## src/rtl/puf_ctrl_pkg.sv

```systemverilog
// Shared state encoding, error-bit indices and sizing helpers for the PUF response collector.
package puf_ctrl_pkg;

    typedef logic [1:0] state_t;

    localparam state_t ST_IDLE    = 2'd0;
    localparam state_t ST_RUN     = 2'd1;
    localparam state_t ST_COMPARE = 2'd2;
    localparam state_t ST_OUTPUT  = 2'd3;

    localparam int ERR_DUP     = 0;
    localparam int ERR_TIE     = 1;
    localparam int ERR_TIMEOUT = 2;
    localparam int ERR_MISSING = 3;
    localparam int ERR_BITS    = 4;

    function automatic int avg_width(input int cnt_bits, input int avg_shift);
        return cnt_bits - avg_shift;
    endfunction

endpackage

```

## src/rtl/puf_avg_bank.sv

```systemverilog
// Per-loop average registers with a valid mask; flags writes that repeat a loop or fall out of range.
module puf_avg_bank
    import puf_ctrl_pkg::*;
#(
    parameter int NUM_LOOPS = 4,
    parameter int AVG_W     = avg_width(32, 12),
    parameter int SEL_W     = $clog2(NUM_LOOPS)
) (
    input  logic                 clk,
    input  logic                 reset,
    input  logic                 clear,
    input  logic                 wr_en,
    input  logic [SEL_W-1:0]     wr_idx,
    input  logic [AVG_W-1:0]     wr_data,
    input  logic [SEL_W-1:0]     rd_idx_a,
    input  logic [SEL_W-1:0]     rd_idx_b,
    output logic [AVG_W-1:0]     rd_data_a,
    output logic [AVG_W-1:0]     rd_data_b,
    output logic [NUM_LOOPS-1:0] valid,
    output logic                 dup_hit
);

    localparam logic [SEL_W:0] LOOPS_LIM = (SEL_W + 1)'(NUM_LOOPS);

    logic [AVG_W-1:0] avg [NUM_LOOPS];
    logic             in_range;

    assign in_range  = ({1'b0, wr_idx} < LOOPS_LIM);
    // An out-of-range index counts as a duplicate so the run is marked unreliable.
    assign dup_hit   = wr_en & (in_range ? valid[wr_idx] : 1'b1);
    assign rd_data_a = avg[rd_idx_a];
    assign rd_data_b = avg[rd_idx_b];

    always_ff @(posedge clk) begin
        if (!reset) begin
            valid <= '0;
            for (int i = 0; i < NUM_LOOPS; i++) begin
                avg[i] <= '0;
            end
        end else if (clear) begin
            valid <= '0;
        end else if (wr_en && in_range) begin
            avg[wr_idx]   <= wr_data;
            valid[wr_idx] <= 1'b1;
        end
    end

endmodule

```

## src/rtl/puf_response_collector.sv

```systemverilog
// Host-side controller for the TERO evaluation FSM: request handshake, counter capture/averaging,
// pairwise compare and a held valid/ready response carrying an error flag.
module puf_response_collector
    import puf_ctrl_pkg::*;
#(
    parameter int NUM_LOOPS      = 4,
    parameter int CHALLENGE_BITS = 4,
    parameter int CNT_BITS       = 32,
    parameter int AVG_SHIFT      = 12,
    parameter int TIMEOUT_BITS   = 32
) (
    input  logic                         clk,
    input  logic                         reset,
    input  logic                         req_valid,
    output logic                         req_ready,
    input  logic [CHALLENGE_BITS-1:0]    req_challenge,
    output logic                         fsm_start,
    output logic [CHALLENGE_BITS-1:0]    fsm_challenge,
    input  logic                         fsm_done,
    input  logic                         fsm_store,
    input  logic [$clog2(NUM_LOOPS)-1:0] fsm_select,
    input  logic [CNT_BITS-1:0]          cnt_value,
    output logic                         resp_valid,
    input  logic                         resp_ready,
    output logic [NUM_LOOPS/2-1:0]       resp_bits,
    output logic [CHALLENGE_BITS-1:0]    resp_challenge,
    output logic                         resp_error
);

    localparam int SEL_W = $clog2(NUM_LOOPS);
    localparam int AVG_W = avg_width(CNT_BITS, AVG_SHIFT);
    localparam int NP    = NUM_LOOPS / 2;
    localparam int PW    = $clog2(NP + 1);

    state_t                  state;
    logic [TIMEOUT_BITS-1:0] wdog;
    logic [TIMEOUT_BITS-1:0] wdog_next;
    logic [PW-1:0]           pair;
    logic [ERR_BITS-1:0]     errs;
    logic [NUM_LOOPS-1:0]    valid;
    logic                    dup_hit;
    logic                    accept;
    logic                    store_en;
    logic [SEL_W-1:0]        rd_a;
    logic [SEL_W-1:0]        rd_b;
    logic [AVG_W-1:0]        avg_a;
    logic [AVG_W-1:0]        avg_b;
    logic                    unused_cnt_lsbs;

    assign req_ready       = (state == ST_IDLE) && !fsm_done;
    assign accept          = req_valid && req_ready;
    assign store_en        = fsm_store && (state == ST_RUN);
    assign wdog_next       = wdog + 1'b1;
    assign rd_a            = SEL_W'({pair, 1'b0});
    assign rd_b            = rd_a | SEL_W'(1);
    assign unused_cnt_lsbs = ^cnt_value[AVG_SHIFT-1:0];

    puf_avg_bank #(
        .NUM_LOOPS (NUM_LOOPS),
        .AVG_W     (AVG_W),
        .SEL_W     (SEL_W)
    ) u_bank (
        .clk       (clk),
        .reset     (reset),
        .clear     (accept),
        .wr_en     (store_en),
        .wr_idx    (fsm_select),
        .wr_data   (cnt_value[CNT_BITS-1:AVG_SHIFT]),
        .rd_idx_a  (rd_a),
        .rd_idx_b  (rd_b),
        .rd_data_a (avg_a),
        .rd_data_b (avg_b),
        .valid     (valid),
        .dup_hit   (dup_hit)
    );

    always_ff @(posedge clk) begin
        if (!reset) begin
            state          <= ST_IDLE;
            fsm_start      <= 1'b0;
            fsm_challenge  <= '0;
            resp_challenge <= '0;
            resp_valid     <= 1'b0;
            resp_bits      <= '0;
            resp_error     <= 1'b0;
            wdog           <= '0;
            pair           <= '0;
            errs           <= '0;
        end else begin
            case (state)
                ST_IDLE: begin
                    if (accept) begin
                        fsm_challenge  <= req_challenge;
                        resp_challenge <= req_challenge;
                        resp_bits      <= '0;
                        wdog           <= '0;
                        errs           <= '0;
                        fsm_start      <= 1'b1;
                        state          <= ST_RUN;
                    end
                end
                ST_RUN: begin
                    wdog <= wdog_next;
                    if (dup_hit) errs[ERR_DUP] <= 1'b1;
                    // Done has priority over a coincident watchdog expiry.
                    if (fsm_done) begin
                        fsm_start <= 1'b0;
                        pair      <= '0;
                        state     <= ST_COMPARE;
                    end else if (&wdog_next) begin
                        errs[ERR_TIMEOUT] <= 1'b1;
                        fsm_start         <= 1'b0;
                        pair              <= '0;
                        state             <= ST_COMPARE;
                    end
                end
                ST_COMPARE: begin
                    if (pair == PW'(NP)) begin
                        // Extra cycle folds the last tie result into the error flag.
                        resp_error <= |errs;
                        resp_valid <= 1'b1;
                        state      <= ST_OUTPUT;
                    end else begin
                        if (pair == '0) errs[ERR_MISSING] <= ~&valid;
                        if (avg_a == avg_b) errs[ERR_TIE] <= 1'b1;
                        for (int k = 0; k < NP; k++) begin
                            if (pair == PW'(k)) resp_bits[k] <= (avg_a > avg_b);
                        end
                        pair <= pair + 1'b1;
                    end
                end
                default: begin
                    if (resp_ready) begin
                        resp_valid <= 1'b0;
                        state      <= ST_IDLE;
                    end
                end
            endcase
        end
    end

endmodule

```

## config.mk

```make
export PLATFORM = sky130hd
export DESIGN_NAME = puf_response_collector
export DESIGN_NICKNAME = d
export VERILOG_FILES = /design/src/rtl/puf_ctrl_pkg.sv /design/src/rtl/puf_avg_bank.sv /design/src/rtl/puf_response_collector.sv
export SDC_FILE = /design/constraint.sdc
export NUM_CORES = 1
export LEC_CHECK = 0
export CORE_UTILIZATION = 60
export DETAILED_ROUTE_END_ITERATION = 10
export GPL_TIMING_DRIVEN = 0
export HOLD_SLACK_MARGIN = 0.02
export PLACE_DENSITY = 0.87
export SLEW_MARGIN = 25
export SYNTH_ARGS = -nofsm -noshare
export SYNTH_HDL_FRONTEND = slang
export SYNTH_SLANG_ARGS = --single-unit
```

## constraint.sdc

```tcl
create_clock -name clk -period 7.71 [get_ports clk]
set_input_delay 1.1565 -clock clk [delete_from_list [all_inputs] [get_ports clk]]
set_output_delay 1.1565 -clock clk [all_outputs]
set_load 0.005 [all_outputs]
```

==> results_dict.tcl <==
set metrics [dict create \
    status "completed" \
    route.detailed.drc 0 \
    vdd_drop_max_mv 0.1608 \
    cell_internal_pwr_w 0.001436 \
    h-tree-depth 4 \
    hold_ws_ps 462.9 \
    synthToLayoutAreaGrowth_pct 16.89 \
    io_pins 58 \
    clock_sinks 134 \
    cts-resized-gates 0 \
    skew_ps 6.429 \
    min-delay-start "resp_bits[0]$_SDFFE_PN0P_" \
    tritoncts "done" \
    fin_setup_tns_ps 0 \
    grt_usage_pct 31.24 \
    die-width_um 110.3 \
    cp_max_fo 10 \
    cts_hold_buffers 0 \
    maxSlewViolCount 0 \
    clockPowerShare_pct 38.3 \
    async_flop_share_pct 0 \
    p_sw_share_pct 28.21 \
    power_frac_comb_pct 20.5 \
    row_count 39 \
    yosysUniqueCellTypes 60 \
    synth_warnings 0 \
    route.detailed.wl_per_inst_um 19.65 \
    drive_above_1_share_pct 9.580 \
    antenna_found_initial 0 \
    rsz0062_at_grt "no" \
    drtIter0Drc 627 \
    fin_crit_ps 3720 \
    drt_wl_total_mm 17.78 \
    postCtsSetupBuffers 0 \
    mostFrequentLayoutCells "80 x edfxtp_1, 79 x and2_1, 54 x dfxtp_1" \
    yosysSeqAreaShare_pct 49.50 \
    slowest_delay_ps 690 \
    cp-startpoint "wdog[0]$_SDFFE_PN0P_" \
    power_leakage_nw 2.920 \
    die_y_um 110.3 \
    hp-class "reg -> reg" \
    port_buffers 44 \
    grt_max_degree 21 \
    viasPerCell 6.297 \
    grt.overflow.total 0 \
    switching_power_w 0.0005645 \
    setup_viol 0 \
    clock_latency_ps 430 \
    start_kind "flop" \
    avgSynthCellArea_um2 10.26 \
    critical_path_buf_inv_count 1 \
    hold_viol 0 \
    end_kind "flop" \
    slew-limit-headroom_pct 30.52 \
    cpMaxStageDelayCell "a2111oi_0" \
    reg2reg_slack_ps 3990 \
    max_freq_mhz 268.8 \
    diodes 0 \
    mappedNetlistArea_mm2 0.007037 \
    required_ps 8070 \
    synth_flop_cell "edfxtp_1" \
    yosys.area.top_type "edfxtp_1" \
    r2r-end "state[1]$_SDFFE_PN0P_" \
    hold_depth 2 \
    core_area_mm2 0.01142 \
    tightest_slew_ps 1042 \
    ys_ff_latch 134 \
    grt_pass1_vias 5519 \
    arrival_ps 4080 \
    crit_family "compound AO/OA/AOI/OAI gates" \
    clockBufferDepth 2 \
    path_clk_slew_ps 60 \
    postSynthCellCount 686 \
    final_common_cell "edfxtp_1" \
    drv_cap 0 \
    place_congestion 0.9400 \
    power_density_mw_per_mm2 243.3 \
    worst_r2r_path_depth 10 \
    cp_cell_sequence "ha_1, nand3_1, clkbuf_1, o21ai_0, a2111oi_0, o211ai_1, nor4_1, a31oi_1, nor3b_1, mux2i_1" \
    drtAntennaViolNets 0 \
    cts-buffers-inserted 17 \
    crit_type "reg -> reg" \
    num_vias 5699 \
    synth-edff-count 80 \
    synth_top_area_share_pct 34.14 \
    postLayoutCoreUtil_pct 72.04 \
    regToRegStartpoint "wdog[0]$_SDFFE_PN0P_" \
    start_util_pct 61.63 \
    n_fill_cell 796 \
    die_area_mm2 0.01217 \
    cts_root_buf "clkbuf_16" \
    period_share_pct 48.25 \
    first_pass_iters 5 \
    holdPathEnd "resp_bits[0]$_SDFFE_PN0P_" \
    final_net_count 821 \
    grt_pass1_wl_mm 27.46 \
    p_seq_share_pct 41.2 \
    synth.area.top_cells "edfxtp_1 34%, dfxtp_1 15%, and2_1 7.0%" \
    dp_hpwl_mm 12.11 \
    syn_nets 758 \
]
==> logic make-up after synthesis <==
group | after synthesis | synth area share, %
xor+xnor | 9 | 1.120
buf+inv | 60 | 3.592
fa+ha+maj | 28 | 4.979
compound gates | 138 | 12.54
flops | 134 | 49.50
mux | 45 | 6.935
simple gates | 272 | 21.34
==> worst max-delay path by stage <==
| stage | endpoint | slack [ps] | cells past startpoint |
|---|---|---|---|
| global route | state[1]$_SDFFE_PN0P_ | 3650 | 10 |
| finish | state[1]$_SDFFE_PN0P_ | 3990 | 10 |
| floorplan | u_bank.avg[3][0]$_DFFE_PP_ | 4260 | 4 |
| CTS | u_bank.avg[1][2]$_SDFFCE_PN0P_ | 3730 | 7 |
| detailed placement | u_bank.avg[1][6]$_SDFFCE_PN0P_ | 3310 | 7 |
| global placement | u_bank.avg[3][5]$_DFFE_PP_ | 2720 | 5 |
==> registers in the layout, summed over array words and instances (netlist names), named ones only <==
signal / cells
u_bank.avg: 80
wdog: 32
errs: 4
resp_challenge: 4
u_bank.valid: 4
pair: 2
resp_bits: 2
state: 2
fsm_start: 1
resp_error: 1
resp_valid: 1
==> worst register-to-register path, delay by kind of cell, from the launching register on <==
kind	cells	cell delay, ps
AOI/OAI and AO/OA	4	1340
adders and majority gates	1	280
buffers and inverters	1	390
DFF	1	360
muxes	1	240
and+or+nand+nor	3	1030
==> layout make-up <==
type	count	area [um2]	share of cell area, %
buffer	44	192.7	2.343
clock buffer	22	444.2	5.400
clock inverter	10	108.9	1.323
inverter	16	60.06	0.7301
multi-input combinational	492	3317	40.33
sequential	134	3483	42.35
tap	143	178.9	2.175
timing repair buffer	44	440.4	5.354
==> Yosys cell counts (5+ instances only) <==
library cell and n:
nand2b_1 8, and3_1 5, nor4_1 5, nand2_1 50, inv_1 15, mux2i_1 24
nand3_1 12, buf_4 7, nor2_1 46, a21oi_1 47, nand4_1 18, a31oi_1 6
or3_1 5, a311oi_1 11, o21ai_0 30, clkbuf_1 35, mux2_2 20, and2_1 79
xor2_1 5, a31o_2 5, a21o_1 11, dfxtp_1 54, o211ai_1 5, ha_1 28
nor3_1 17, edfxtp_1 80
==> power by group through the flow <==
stage | combinational [W] | clock [W] | sequential [W]
2_1_floorplan | 0.000267 | 0 | 0.000832
3_3_place_gp | 0.000386 | 0 | 0.000835
3_5_place_dp | 0.000400 | 0 | 0.000838
4_1_cts | 0.000406 | 0.000769 | 0.000823
5_1_grt | 0.000449 | 0.000800 | 0.000827
6_report | 0.000411 | 0.000767 | 0.000823
==> routing by layer <==
metal	global-route usage [%]	vias to the layer above	part of all wire (%)
met5	0	-	0
met3	6.055	62	7.9
li1	-	2657	-
met4	18.23	0	4.2
met1	36.28	2698	38
met2	53.64	282	50
==> per-stage QoR <==
step                std cells  setup WS (ps)  power (W)  area, um2
CTS                       905           3733   0.001998       8220
global route              905           3654   0.002077       8225
detailed placement        873           3308   0.001238       7667
global placement          873           2715   0.001220       7656
finish                    905           3990   0.002001       8225
floorplan                 686           4262   0.001098       7037
(Power assumes the default switching activity.)
